==> config.mk <==
export PLATFORM = sky130hd
export DESIGN_NAME = arty_rst_seq
export DESIGN_NICKNAME = d
export VERILOG_FILES = /design/src/rtl/arty_rst_pkg.sv /design/src/rtl/arty_btn_debounce.sv /design/src/rtl/arty_rst_seq.sv
export SDC_FILE = /design/constraint.sdc
export NUM_CORES = 1
export LEC_CHECK = 0
export ABC_AREA = 1
export CORE_UTILIZATION = 30
export DETAILED_ROUTE_END_ITERATION = 12
export GPL_ROUTABILITY_DRIVEN = 0
export PLACE_DENSITY = 0.49
export REMOVE_ABC_BUFFERS = 1
export SYNTH_ARGS = -nofsm -noshare
export SYNTH_HDL_FRONTEND = slang
export SYNTH_SLANG_ARGS = --single-unit
==> constraint.sdc <==
create_clock -name clk -period 3.65 [get_ports clk]
set_input_delay 0.365 -clock clk [delete_from_list [all_inputs] [get_ports clk]]
set_output_delay 0.365 -clock clk [all_outputs]
set_load 0.03 [all_outputs]
==> src/rtl/arty_rst_pkg.sv <==
// Shared types for the Arty board reset/boot sequencer.
// Also holds the helper that sizes the shared cycle counters.
package arty_rst_pkg;

    typedef enum logic [2:0] {
        HOLD,
        PERIPH,
        CORE,
        RUN,
        ASSERT
    } rst_state_e;

    typedef enum logic [1:0] {
        CAUSE_POR = 2'b00,
        CAUSE_BTN = 2'b01,
        CAUSE_SW  = 2'b10
    } rst_cause_e;

    // One spare bit above the largest terminal count, so counters never wrap.
    function automatic int cnt_width(input int a, input int b, input int c);
        int m;
        m = a;
        if (b > m) m = b;
        if (c > m) m = c;
        return $clog2(m) + 1;
    endfunction

endpackage

==> src/rtl/arty_btn_debounce.sv <==
// Board button path: two-flop synchronizer followed by a persistence filter.
// The filtered level only follows the pad once it has differed for DEBOUNCE_CYCLES edges.
module arty_btn_debounce #(
    parameter int DEBOUNCE_CYCLES = 50000,
    parameter int CNT_W           = 17
) (
    input  logic clk,
    input  logic rst,
    input  logic raw_i,
    output logic stable_o
);

    localparam logic [CNT_W-1:0] CNT_LAST = CNT_W'(DEBOUNCE_CYCLES - 1);

    logic             sync1_q;
    logic             sync2_q;
    logic             stable_q;
    logic             stable_d;
    logic [CNT_W-1:0] cnt_q;
    logic [CNT_W-1:0] cnt_d;

    always_ff @(posedge clk) begin
        if (rst) begin
            sync1_q  <= 1'b1;
            sync2_q  <= 1'b1;
            stable_q <= 1'b1;
            cnt_q    <= '0;
        end else begin
            sync1_q  <= raw_i;
            sync2_q  <= sync1_q;
            stable_q <= stable_d;
            cnt_q    <= cnt_d;
        end
    end

    always_comb begin
        stable_d = stable_q;
        cnt_d    = '0;
        if (sync2_q != stable_q) begin
            // Accept the new level once it has persisted; the counter restarts from zero.
            if (cnt_q == CNT_LAST) begin
                stable_d = sync2_q;
            end else begin
                cnt_d = cnt_q + CNT_W'(1);
            end
        end
    end

    assign stable_o = stable_q;

endmodule

==> src/rtl/arty_rst_seq.sv <==
// Arty PULPino reset/boot sequencer: ordered release of peripheral reset,
// core reset and fetch enable after power-on/lock, button or software reset.
module arty_rst_seq
    import arty_rst_pkg::*;
#(
    parameter logic [15:0] DEBOUNCE_CYCLES = 16'd50000,
    parameter int          RST_HOLD_CYCLES = 64,
    parameter int          STAGE_CYCLES    = 16
) (
    input  logic       clk,
    input  logic       rst,
    input  logic       btn_rst_ni,
    input  logic       sw_rst_req_i,
    output logic       periph_rst_no,
    output logic       core_rst_no,
    output logic       fetch_enable_o,
    output logic [1:0] rst_cause_o,
    output logic       seq_busy_o
);

    localparam int CNT_W = cnt_width(int'(DEBOUNCE_CYCLES), RST_HOLD_CYCLES, STAGE_CYCLES);
    localparam logic [CNT_W-1:0] HOLD_LAST  = CNT_W'(RST_HOLD_CYCLES - 1);
    localparam logic [CNT_W-1:0] STAGE_LAST = CNT_W'(STAGE_CYCLES - 1);

    logic             btn_stable;
    rst_state_e       state_q;
    rst_state_e       state_d;
    logic [CNT_W-1:0] cnt_q;
    logic [CNT_W-1:0] cnt_d;
    rst_cause_e       cause_q;
    rst_cause_e       cause_d;
    logic             periph_q;
    logic             periph_d;
    logic             core_q;
    logic             core_d;
    logic             fetch_q;
    logic             fetch_d;
    logic             busy_q;
    logic             busy_d;

    arty_btn_debounce #(
        .DEBOUNCE_CYCLES(int'(DEBOUNCE_CYCLES)),
        .CNT_W          (CNT_W)
    ) u_btn (
        .clk     (clk),
        .rst     (rst),
        .raw_i   (btn_rst_ni),
        .stable_o(btn_stable)
    );

    always_ff @(posedge clk) begin
        if (rst) begin
            state_q  <= HOLD;
            cnt_q    <= '0;
            cause_q  <= CAUSE_POR;
            periph_q <= 1'b0;
            core_q   <= 1'b0;
            fetch_q  <= 1'b0;
            busy_q   <= 1'b1;
        end else begin
            state_q  <= state_d;
            cnt_q    <= cnt_d;
            cause_q  <= cause_d;
            periph_q <= periph_d;
            core_q   <= core_d;
            fetch_q  <= fetch_d;
            busy_q   <= busy_d;
        end
    end

    always_comb begin
        state_d = state_q;
        cnt_d   = cnt_q;
        cause_d = cause_q;
        // The button outranks everything, including a coincident software request.
        if (state_q != ASSERT && !btn_stable) begin
            state_d = ASSERT;
            cnt_d   = '0;
            cause_d = CAUSE_BTN;
        end else begin
            case (state_q)
                HOLD: begin
                    if (cnt_q == HOLD_LAST) begin
                        state_d = PERIPH;
                        cnt_d   = '0;
                    end else begin
                        cnt_d = cnt_q + CNT_W'(1);
                    end
                end
                PERIPH: begin
                    if (cnt_q == STAGE_LAST) begin
                        state_d = CORE;
                        cnt_d   = '0;
                    end else begin
                        cnt_d = cnt_q + CNT_W'(1);
                    end
                end
                CORE: begin
                    if (cnt_q == STAGE_LAST) begin
                        state_d = RUN;
                        cnt_d   = '0;
                    end else begin
                        cnt_d = cnt_q + CNT_W'(1);
                    end
                end
                RUN: begin
                    cnt_d = '0;
                    if (sw_rst_req_i) begin
                        state_d = HOLD;
                        cause_d = CAUSE_SW;
                    end
                end
                ASSERT: begin
                    cnt_d = '0;
                    if (btn_stable) state_d = HOLD;
                end
                default: begin
                    state_d = HOLD;
                    cnt_d   = '0;
                end
            endcase
        end
    end

    // Outputs are decoded from the settled state and registered, so they never glitch.
    always_comb begin
        periph_d = (state_q == PERIPH) || (state_q == CORE) || (state_q == RUN);
        core_d   = (state_q == CORE) || (state_q == RUN);
        fetch_d  = (state_q == RUN);
        busy_d   = (state_q != RUN);
    end

    assign periph_rst_no  = periph_q;
    assign core_rst_no    = core_q;
    assign fetch_enable_o = fetch_q;
    assign rst_cause_o    = cause_q;
    assign seq_busy_o     = busy_q;

endmodule

==> results.sh <==
export IMPL_cts_setup_buffers=0
export IMPL_grt_start_max_net_pins=17
export IMPL_io_buffers=9
export IMPL_synth_area_mm2=0.002156
export IMPL_grt_pass1_vias=1625
export IMPL_diodes=0
export IMPL_ctsResizeCount=0
export IMPL_seqPwrFrac_pct=45.9
export IMPL_area_growth_pct=13.29
export IMPL_final_layout_size_suffix_gt1_share_pct=13.09
export IMPL_fin_util_pct=35.56
export IMPL_grtUsageTotal_pct=12.19
export IMPL_crit_path_end_kind="flip-flop"
export IMPL_synth_cells=285
export IMPL_cts_tree="built"
export IMPL_dieArea_mm2=0.007529
export IMPL_cts_clk_slew_worst_paths_ps=90
export IMPL_peakVddDrop_v=0.0004001
export IMPL_ys_warn_count=0
export IMPL_fp_row_count=30
export IMPL_synth_yosys_seq_area_share_pct=42.72
export IMPL_cp_arrival_ps=1860
export IMPL_htree_levels=2
export IMPL_required_ps=3830
export IMPL_holdBufCountCts=0
export IMPL_p_total_mw=1.205
export IMPL_drt_iter0_markers=86
export IMPL_start_util_pct=31.38
export IMPL_routed_wl_mm=3.962
export IMPL_ys_ff_latch=46
export IMPL_p_comb_share_pct=21.7
export IMPL_io_pins=10
export IMPL_clock_sinks=46
export IMPL_avgSynthCellArea_um2=7.564
export IMPL_ys_flop_type="dfxtp_1"
export IMPL_wire_per_inst_um=10.06
export IMPL_place_inst=387
export IMPL_finalNonFillerCells=394
export IMPL_async_reset_ff_share_pct=0
export IMPL_fin_crit_sh_pct=46.08
export IMPL_worstMarginPinSlew_ps=328.6
export IMPL_netSwitchingFraction_pct=30.96
export IMPL_p_per_area_mw_per_mm2=493.2
export IMPL_synth_edf_count=0
export IMPL_cts_buffers=5
export IMPL_nets=304
export IMPL_die_y_um=86.77
export IMPL_cts_root_buf="clkbuf_8"
export IMPL_cts_buffer_depth=2
export IMPL_via_count=1729
export IMPL_die_w_um=86.77
export IMPL_first_pass_iters=4
export IMPL_fin_tns_setup_ps=0
export IMPL_drv_cap=0
export IMPL_design_area_mm2=0.002442
export IMPL_slew_headroom_pct=78.01
export IMPL_ant_nets=0
export IMPL_status="completed"
export IMPL_rsz0062_at_grt="no"
export IMPL_p_sw_mw=0.3729
export IMPL_drv_slew=0
export IMPL_routed_via_density=4.388
export IMPL_fmax_mhz=594.5
export IMPL_grt_pass1_wl_mm=7.238
export IMPL_setup_viol=0
export IMPL_p_leak_nw=0.8404
export IMPL_hold_viol=0
export IMPL_clk_latency_ps=300
export IMPL_cp_start_kind="flip-flop"
export IMPL_ys_types=32
export IMPL_finalClockSkew_ps=8.241
export IMPL_worstPathMaxFanout=16
export IMPL_fp_coreArea_mm2=0.006869
export IMPL_drc=0
export IMPL_antenna_found_initial=0
export IMPL_dpl_hpwl_mm=2.975
export IMPL_grt_ovfl_total=0
export IMPL_fin_crit_ps=1682
export IMPL_placed_cell_area_mm2=0.002330
export IMPL_p_int_mw=0.8316
export IMPL_hold_path_class="reg -> reg"
export IMPL_setup_worst_path_class="reg -> reg"
export IMPL_p_clk_share_pct=32.4
[cells in the final DEF, fill, tap and decap left out, drive strengths merged, types with 2 or more instances in the layout]
| master | instances |
|---|---|
| nand2 | 52 |
| nor3 | 15 |
| clkbuf | 6 |
| inv | 34 |
| a21oi | 10 |
| o21ai | 6 |
| ha | 2 |
| nor4 | 2 |
| nor2 | 64 |
| clkdlybuf4s50 | 9 |
| or2 | 4 |
| xor2 | 12 |
| xnor2 | 2 |
| nand3 | 20 |
| nand4 | 8 |
| dfxtp | 46 |
[cell families after synthesis]
kind of cell,share of synthesized area [%]
xor gates and xnor gates,5.688
and+or+nand+nor,37.67
AOI/OAI and AO/OA,5.166
adders and majority gates,1.161
buffers and inverters,7.603
DFF,42.72
[worst max-delay path: stages, from the launching register on]
cell,delay [ps]
dfxtp_1,360
ha_1,170
nand2_1,110
inv_1,90
nand2_1,80
nor2_1,200
nand3_2,160
nand2_2,300
nor3_1,80
[metrics by stage]
stage	hold slack (ps)	setup slack, ps
finish	412.9	1968
global route	424.4	1702
CTS	415.2	1940
detailed placement	394.1	1789
global placement	398.3	1807
floorplan	389.5	2266
[flip-flops by register name, indices dropped and copies added, names as in the netlist, 2 cells and up]
register / flops
cnt_q: 17
u_btn.cnt_q: 17
state_q: 3
rst_cause_o: 2
[layer usage]
layer	global-route usage (%)	part of all wire, %	wire [µm]
met1	16.46	52	2048
met2	18.90	44	1734
met3	2.571	2.7	106
met4	5.000	1.8	73
met5	0	0	0
[synth_stat cells (2+ instances only)]
| cell type | instances | share of area [%] |
|---|---|---|
| xnor2_1 | 2 | 0.81 |
| nor2_4 | 2 | 1.0 |
| ha_1 | 2 | 1.2 |
| dfxtp_1 | 46 | 43 |
| inv_1 | 31 | 5.4 |
| nand2_1 | 44 | 7.7 |
| nor3_1 | 12 | 2.8 |
| nand3_1 | 18 | 4.2 |
| or2_2 | 2 | 0.58 |
| nor2_2 | 11 | 3.2 |
| nand3_2 | 2 | 0.93 |
| xor2_1 | 12 | 4.9 |
| or2_0 | 2 | 0.58 |
| nor2_1 | 51 | 8.9 |
| o21ai_0 | 6 | 1.4 |
| nor3_2 | 2 | 0.93 |
| nand4_1 | 8 | 2.3 |
| nand2_2 | 7 | 2.0 |
| inv_2 | 3 | 0.52 |
| nor4_1 | 2 | 0.58 |
| a21oi_1 | 9 | 2.1 |
[cell type report]
cell class	count	area [µm²]
Timing Repair Buffer	9	90.09
Clock buffer	6	82.58
Clock inverter	1	30.03
Tap cell	96	120.1
Inverter	34	127.6
Fill cell	731	4427
Sequential cell	46	920.9
Multi-Input combinational cell	202	1071
[final timing paths]
kind / start / end / slack (ps) / cells past startpoint
setup reg to reg: u_btn.cnt_q[0] / u_btn.cnt_q[2] / 1970 / 8
hold / removal: u_btn.sync1_q / u_btn.sync2_q / 410 / 1
setup / recovery: u_btn.cnt_q[0] / u_btn.cnt_q[2] / 1970 / 8
hold reg to reg: u_btn.sync1_q / u_btn.sync2_q / 410 / 1
[power by group through the flow]
stage	Sequential [mW]	Combinational (mW)	Clock, mW
floorplan	0.577	0.188	0
global placement	0.566	0.263	0
detailed placement	0.564	0.267	0
CTS	0.554	0.268	0.405
global route	0.557	0.296	0.426
finish	0.553	0.261	0.390
(Power assumes the default switching activity.)
